File: config.mk
export PLATFORM = sky130hd
export DESIGN_NAME = uart_center_transmit
export DESIGN_NICKNAME = d
export VERILOG_FILES = /design/src/rtl/uart_center_transmit.sv
export SDC_FILE = /design/constraint.sdc
export NUM_CORES = 1
export LEC_CHECK = 0
export BUFFER_PORTS_ARGS = -buffer_cell sky130_fd_sc_hd__buf_4
export CORE_MARGIN = 2
export CORE_UTILIZATION = 40
export CTS_BUF_LIST = sky130_fd_sc_hd__clkbuf_2
export CTS_CLUSTER_DIAMETER = 40
export DETAILED_ROUTE_END_ITERATION = 7
export GPL_TIMING_DRIVEN = 0
export PLACE_DENSITY = 0.63
export SYNTH_ARGS = -nofsm -noshare
export SYNTH_HDL_FRONTEND = slang
export SYNTH_SLANG_ARGS = --single-unit
File: constraint.sdc
create_clock -name clk -period 4.45 [get_ports clk]
set_input_delay 0.89 -clock clk [delete_from_list [all_inputs] [get_ports clk]]
set_output_delay 0.89 -clock clk [all_outputs]
set_load 0.02 [all_outputs]
File: src/rtl/uart_center_transmit.sv
// Transmit side of the UART pair: fetches a length-prefixed byte ring over an
// Avalon-MM read master and sends each byte as an 8N1 frame, LSB first, on tx.
module uart_center_transmit #(
  parameter int CLK_FREQ  = 50000000,
  parameter int BAUD_RATE = 1228800
) (
  input  logic        clk,
  input  logic        rst,
  input  logic        control_transmit_enable,
  input  logic [15:0] control_transmit_start_addr,
  input  logic [15:0] control_transmit_stop_addr,
  output logic        control_transmit_work,
  output logic        control_transmit_done,
  output logic        tx,
  output logic        avm_m1_read,
  output logic [15:0] avm_m1_address,
  input  logic        avm_m1_waitrequest,
  input  logic        avm_m1_readdatavalid,
  input  logic [31:0] avm_m1_readdata
);

  localparam int BAUD_DIV = CLK_FREQ / BAUD_RATE;
  localparam int CNT_W    = $clog2(BAUD_DIV + 2);
  localparam logic [CNT_W-1:0] BIT_LAST  = CNT_W'(BAUD_DIV);
  localparam logic [CNT_W-1:0] STOP_LAST = CNT_W'(BAUD_DIV + 1);
  localparam logic [CNT_W-1:0] CNT_ONE   = CNT_W'(1);
  localparam logic [CNT_W-1:0] CNT_ZERO  = CNT_W'(0);

  typedef enum logic [2:0] {
    S_IDLE   = 3'd0,
    S_LEN_RD = 3'd1,
    S_LEN_WT = 3'd2,
    S_DAT_RD = 3'd3,
    S_DAT_WT = 3'd4,
    S_SEND   = 3'd5,
    S_DONE   = 3'd6
  } state_t;

  function automatic logic [15:0] next_addr(input logic [15:0] a,
                                            input logic [15:0] first,
                                            input logic [15:0] last);
    if (a == last) next_addr = first;
    else           next_addr = a + 16'd1;
  endfunction

  function automatic logic [7:0] lane_byte(input logic [31:0] word, input logic [1:0] lane);
    case (lane)
      2'd0:    lane_byte = word[7:0];
      2'd1:    lane_byte = word[15:8];
      2'd2:    lane_byte = word[23:16];
      default: lane_byte = word[31:24];
    endcase
  endfunction

  // Slot 0 is the start bit, 1..8 carry d0..d7, anything else is the stop bit.
  function automatic logic slot_bit(input logic [7:0] data, input logic [3:0] slot);
    case (slot)
      4'd0:    slot_bit = 1'b0;
      4'd1:    slot_bit = data[0];
      4'd2:    slot_bit = data[1];
      4'd3:    slot_bit = data[2];
      4'd4:    slot_bit = data[3];
      4'd5:    slot_bit = data[4];
      4'd6:    slot_bit = data[5];
      4'd7:    slot_bit = data[6];
      4'd8:    slot_bit = data[7];
      default: slot_bit = 1'b1;
    endcase
  endfunction

  state_t           state_r, state_s;
  logic [15:0]      addr_r, addr_s;
  logic [7:0]       len_r, len_s, len_dec_s;
  logic [7:0]       shift_r, shift_s, rd_byte_s;
  logic [3:0]       bitcnt_r, bitcnt_s;
  logic [CNT_W-1:0] baud_cnt_r, baud_cnt_s;
  logic             tx_r, tx_s;
  logic             read_r, read_s;
  logic [15:0]      address_r;
  logic             work_r, work_s;
  logic             done_r, done_s;
  logic             slot_end_s;

  // Next-state, datapath and output decode for the fetch/serialise sequencer.
  always_comb begin
    state_s    = state_r;
    addr_s     = addr_r;
    len_s      = len_r;
    shift_s    = shift_r;
    bitcnt_s   = bitcnt_r;
    baud_cnt_s = baud_cnt_r;
    tx_s       = 1'b1;
    work_s     = work_r;
    done_s     = 1'b0;
    rd_byte_s  = lane_byte(avm_m1_readdata, addr_r[1:0]);
    len_dec_s  = len_r - 8'd1;
    // tx trails the slot counter by one clock, so the stop slot runs one
    // extra count to let the line-level stop bit finish before leaving SEND.
    if (bitcnt_r == 4'd9) slot_end_s = (baud_cnt_r == STOP_LAST);
    else                  slot_end_s = (baud_cnt_r == BIT_LAST);

    if (!control_transmit_enable) begin
      state_s    = S_IDLE;
      work_s     = 1'b0;
      bitcnt_s   = 4'd0;
      baud_cnt_s = CNT_ZERO;
    end else begin
      case (state_r)
        S_IDLE: begin
          state_s = S_LEN_RD;
          addr_s  = control_transmit_start_addr;
          work_s  = 1'b1;
        end
        S_LEN_RD: begin
          if (!avm_m1_waitrequest) state_s = S_LEN_WT;
          else                     state_s = S_LEN_RD;
        end
        S_LEN_WT: begin
          if (avm_m1_readdatavalid) begin
            len_s = rd_byte_s;
            if (rd_byte_s == 8'd0) begin
              state_s = S_DONE;
              done_s  = 1'b1;
              work_s  = 1'b0;
            end else begin
              addr_s  = next_addr(addr_r, control_transmit_start_addr, control_transmit_stop_addr);
              state_s = S_DAT_RD;
            end
          end else begin
            state_s = S_LEN_WT;
          end
        end
        S_DAT_RD: begin
          if (!avm_m1_waitrequest) state_s = S_DAT_WT;
          else                     state_s = S_DAT_RD;
        end
        S_DAT_WT: begin
          if (avm_m1_readdatavalid) begin
            shift_s    = rd_byte_s;
            bitcnt_s   = 4'd0;
            baud_cnt_s = CNT_ZERO;
            state_s    = S_SEND;
          end else begin
            state_s = S_DAT_WT;
          end
        end
        S_SEND: begin
          tx_s = slot_bit(shift_r, bitcnt_r);
          if (slot_end_s) begin
            baud_cnt_s = CNT_ZERO;
            if (bitcnt_r == 4'd9) begin
              bitcnt_s = 4'd0;
              len_s    = len_dec_s;
              if (len_dec_s == 8'd0) begin
                state_s = S_DONE;
                done_s  = 1'b1;
                work_s  = 1'b0;
              end else begin
                addr_s  = next_addr(addr_r, control_transmit_start_addr, control_transmit_stop_addr);
                state_s = S_DAT_RD;
              end
            end else begin
              bitcnt_s = bitcnt_r + 4'd1;
            end
          end else begin
            baud_cnt_s = baud_cnt_r + CNT_ONE;
          end
        end
        S_DONE: begin
          state_s = S_DONE;
        end
        default: begin
          state_s = S_IDLE;
          work_s  = 1'b0;
        end
      endcase
    end

    read_s = (state_s == S_LEN_RD) || (state_s == S_DAT_RD);
  end

  // State and datapath registers; every output is driven from a flop here.
  always_ff @(posedge clk or negedge rst) begin
    if (!rst) begin
      state_r    <= S_IDLE;
      addr_r     <= 16'd0;
      len_r      <= 8'd0;
      shift_r    <= 8'd0;
      bitcnt_r   <= 4'd0;
      baud_cnt_r <= CNT_ZERO;
      tx_r       <= 1'b1;
      read_r     <= 1'b0;
      address_r  <= 16'd0;
      work_r     <= 1'b0;
      done_r     <= 1'b0;
    end else begin
      state_r    <= state_s;
      addr_r     <= addr_s;
      len_r      <= len_s;
      shift_r    <= shift_s;
      bitcnt_r   <= bitcnt_s;
      baud_cnt_r <= baud_cnt_s;
      tx_r       <= tx_s;
      read_r     <= read_s;
      address_r  <= {addr_s[15:2], 2'b00};
      work_r     <= work_s;
      done_r     <= done_s;
    end
  end

  assign tx                    = tx_r;
  assign avm_m1_read           = read_r;
  assign avm_m1_address        = address_r;
  assign control_transmit_work = work_r;
  assign control_transmit_done = done_r;

endmodule

==> run metrics <==
status=complete, no violations; gpl congestion=0.909; post-synthesis cell type count=72; Worst Path Class, Setup=register to register; R2R Setup Slk=1.59 ns; placed cells=607; RR Endpoint=addr_r[10]; P_int=1.02 mW; worst flop-to-flop path startpoint=addr_r[0]; Seq/Total Area, Yosys=32.7%; placed cell areas=4540 sq um; Routed Antenna Nets=0; Top Metal Used=met4; IO buf count=86; Routed WL=10000 um; Synth Flop Type=dfrtp_1; routed len/inst=roughly 16 um; CP dominant cell by count=buf_6; worst slew pin tran=0.663 ns; row count=35; Slew Limit Fails=0; Final min period=2.86 ns; Post-synth EDFFs=0; crit end category=register; Final #Nets=just under 600; register bit total from synthesis=between 40 and 50; share of post-route cells with drive strength above 1=a little under a third; Metal-1 WL=4540 um; Hold Path Class=primary input to asynchronous set/reset pin; Chip Height=101 um; final setup vio count=0; Critical Path Source=addr_r[0]; Initial Util=40.8%; Hold Fails Final Rpt=0; worst vdd ir=approximately 200 uV; CTS tree=yes; # hold bufs at CTS=0; Seq pwr share=a little under two fifths; TritonCTS Buffers=5; total core area=9200 sq um; DP HPWL=around 7500 um; R2R depth=11; first-pass GRT wire length=about 16000 um; GR Util All Layers=20.2%; Lkg Pwr=1.97 nW; Final Non-Filler Cells=~600; I/O pin total=89; DIE AREA=10200 sq um; routed length on met3=454 um; pwr/cell area=roughly 370 nW/um^2; Avg Vias per Cell=5.62; vias in the first global route=around 3300; synthesized area=3760 sq um; diodes inserted=0; Clock H-tree levels=2; vias=3455; initial antenna violation count=0; CP endpoint=addr_r[10]; Clock Power Share=14.4%; CTS max path bufs=2; Critical Path Start Type=register; unrepaired setup endpoints after global routing=false; Crit path required time=4.82 ns; relative slew slack=55.8%; Logic pwr share=47.6%; YS warnings=0; number of max-cap violations=0; CP Cell Sequence=inv_1 -> ha_1 -> buf_6 -> a222oi_1 -> a21oi_1 -> nor4_1 -> and4_1 -> buf_6 -> nor2_4 -> buf_6 -> a2bb2oi_2; first drt pass iteration count=5; largest net degree at the start of global routing=50; Root Buffer=clkbuf_2; ys async rst share=between 90% and 100%; Mapped Cells=409; worst-path maximum fanout=10; worst skew pair latency=0.47 ns; met2 WL=just under 5000 um; fmax=350 MHz; NetSw=701 uW; die span in x=101 um; switching part of the total=between 40% and 50%; Crit path largest cell delay=0.57 ns; skew final=0.0530 ns; Mapped Avg Cell Area=9.18 sq um; Clock Sinks=49; postcts setup bufs=0; total global routing overflow=0; Worst EP arrival=3.23 ns; post-route setup TNS=0 ns; drt drc=0; initial DRC count=203; Slowest cell on crit path=dfrtp_1; # resized after CTS=0; Clock Pin Slew Worst Setup and Hold Paths=0.29 ns; fin area=between 4000 and 5000 sq um; crit share post-route=64.2%; Synth-to-Final Area Change=22.7%
worst max-delay path: cells and delay by family (launching register included):
kind | cells | cell delay, ns
adder cells (fa/ha/maj) | 1 | 0.22
buffers and inverters | 4 | 0.61
AND/OR/NAND/NOR | 3 | 0.72
AO/OA/AOI/OAI | 3 | 0.63
flip-flops | 1 | 0.57
how the worst min path moves through the flow:
stage / from / end / slack [ns] / depth (start not counted)
after CTS: rst / addr_r[15] / 0.42 / 1
after floorplan: shift_r[2] / shift_r[2] / 0.46 / 1
after global routing: rst / addr_r[15] / 0.43 / 1
final: rst / addr_r[15] / 0.38 / 1
after detailed placement: shift_r[6] / shift_r[6] / 0.48 / 1
after global placement: shift_r[6] / shift_r[6] / 0.47 / 1
routing by layer:
layer	global-route usage [%]	vias to the layer above
li1	-	1675
met2	34.6	92
met5	0	-
met1	26.7	1680
met3	3.05	8
met4	5.20	0
state kept, by name, indices dropped and copies added (netlist names):
register / count
shift_r: 8
state_r: 3
len_r: 8
addr_r: 16
tx: 1
avm_m1_read: 1
bitcnt_r: 4
baud_cnt_r: 6
control_transmit_work: 1
control_transmit_done: 1
logic make-up (layout without fill, tap and decap cells):
group | count (synthesis) | count (layout) | share of synthesized area [%]
AOI/OAI and AO/OA | 128 | 128 | 25.7
xor gates and xnor gates | 19 | 19 | 4.63
adders and majority gates | 7 | 7 | 2.33
buffers and inverters | 52 | 146 | 9.09
DFF | 49 | 49 | 32.7
muxes | 21 | 21 | 6.23
other | 1 | 2 | 0.0998
and+or+nand+nor | 132 | 132 | 19.2
cells in the mapped netlist, drive strengths merged (2+ instances only):
master / n / area, sq um
a21oi: 27 / 135
or3: 3 / 18.8
nor2b: 5 / 31.3
inv: 13 / 48.8
xor2: 18 / 165
and4: 2 / 17.5
nand3: 18 / 90.1
nor4: 9 / 77.6
nor2: 30 / 120
and2: 2 / 15.0
or2: 3 / 18.8
nand2: 27 / 104
nand4: 7 / 56.3
dfrtp: 48 / 1200
a31o: 2 / 17.5
mux2: 9 / 101
a2bb2oi: 19 / 229
nand2b: 8 / 50.1
o21a: 2 / 15.0
a31oi: 2 / 12.5
mux2i: 11 / 110
clkbuf: 11 / 45.1
a222oi: 2 / 20.0
a211oi: 15 / 153
nor3: 8 / 40.0
o31ai: 3 / 36.3
a22oi: 9 / 67.6
o21ai: 37 / 189
and3: 5 / 31.3
ha: 7 / 87.6
buf: 28 / 248
power by group through the flow:
stage	clock network (mW)	logic, mW	registers [mW]
6_report	0.248	0.819	0.655
5_1_grt	0.268	0.902	0.675
4_1_cts	0.255	0.823	0.653
3_5_place_dp	0	0.820	0.662
3_3_place_gp	0	0.807	0.659
2_1_floorplan	0	0.584	0.631
layout make-up:
cell class              instances  area [sq um]
repair buffers                 86           646
inverters                      13          48.8
well taps                     111           139
fillers                       879          4590
plain buffers                  39           293
clock buffers                   6          30.0
flip-flops and latches         49          1230
multi-input cells             309          2190
clock inverters                 2          33.8
placed cells by master, fill, tap and decap left out, types with 8 or more instances in the layout:
master / n
o21ai_0: 30
nand2b_1: 8
nor2_1: 29
a22oi_1: 9
a21oi_1: 27
nand2_1: 26
dfrtp_1: 48
mux2i_1: 11
nand3_1: 18
xor2_1: 17
clkbuf_1: 10
inv_1: 12
nor3_1: 8
a2bb2oi_1: 9
buf_4: 102
a211oi_2: 8
mux2_1: 8
a2bb2oi_2: 10
stage by stage:
| stage | total power [mW] | utilization [%] | hold slack (ns) | setup WS, ns |
|---|---|---|---|---|
| global placement | 1.47 | 49.4 | 0.470 | 1.56 |
| detailed placement | 1.48 | 49.4 | 0.477 | 1.56 |
| floorplan | 1.21 | - | 0.459 | 2.01 |
| finish | 1.72 | 50.1 | 0.382 | 1.59 |
| global route | 1.84 | 50.1 | 0.432 | 1.28 |
| CTS | 1.73 | 50.1 | 0.419 | 1.59 |
(Power assumes the default switching activity.)
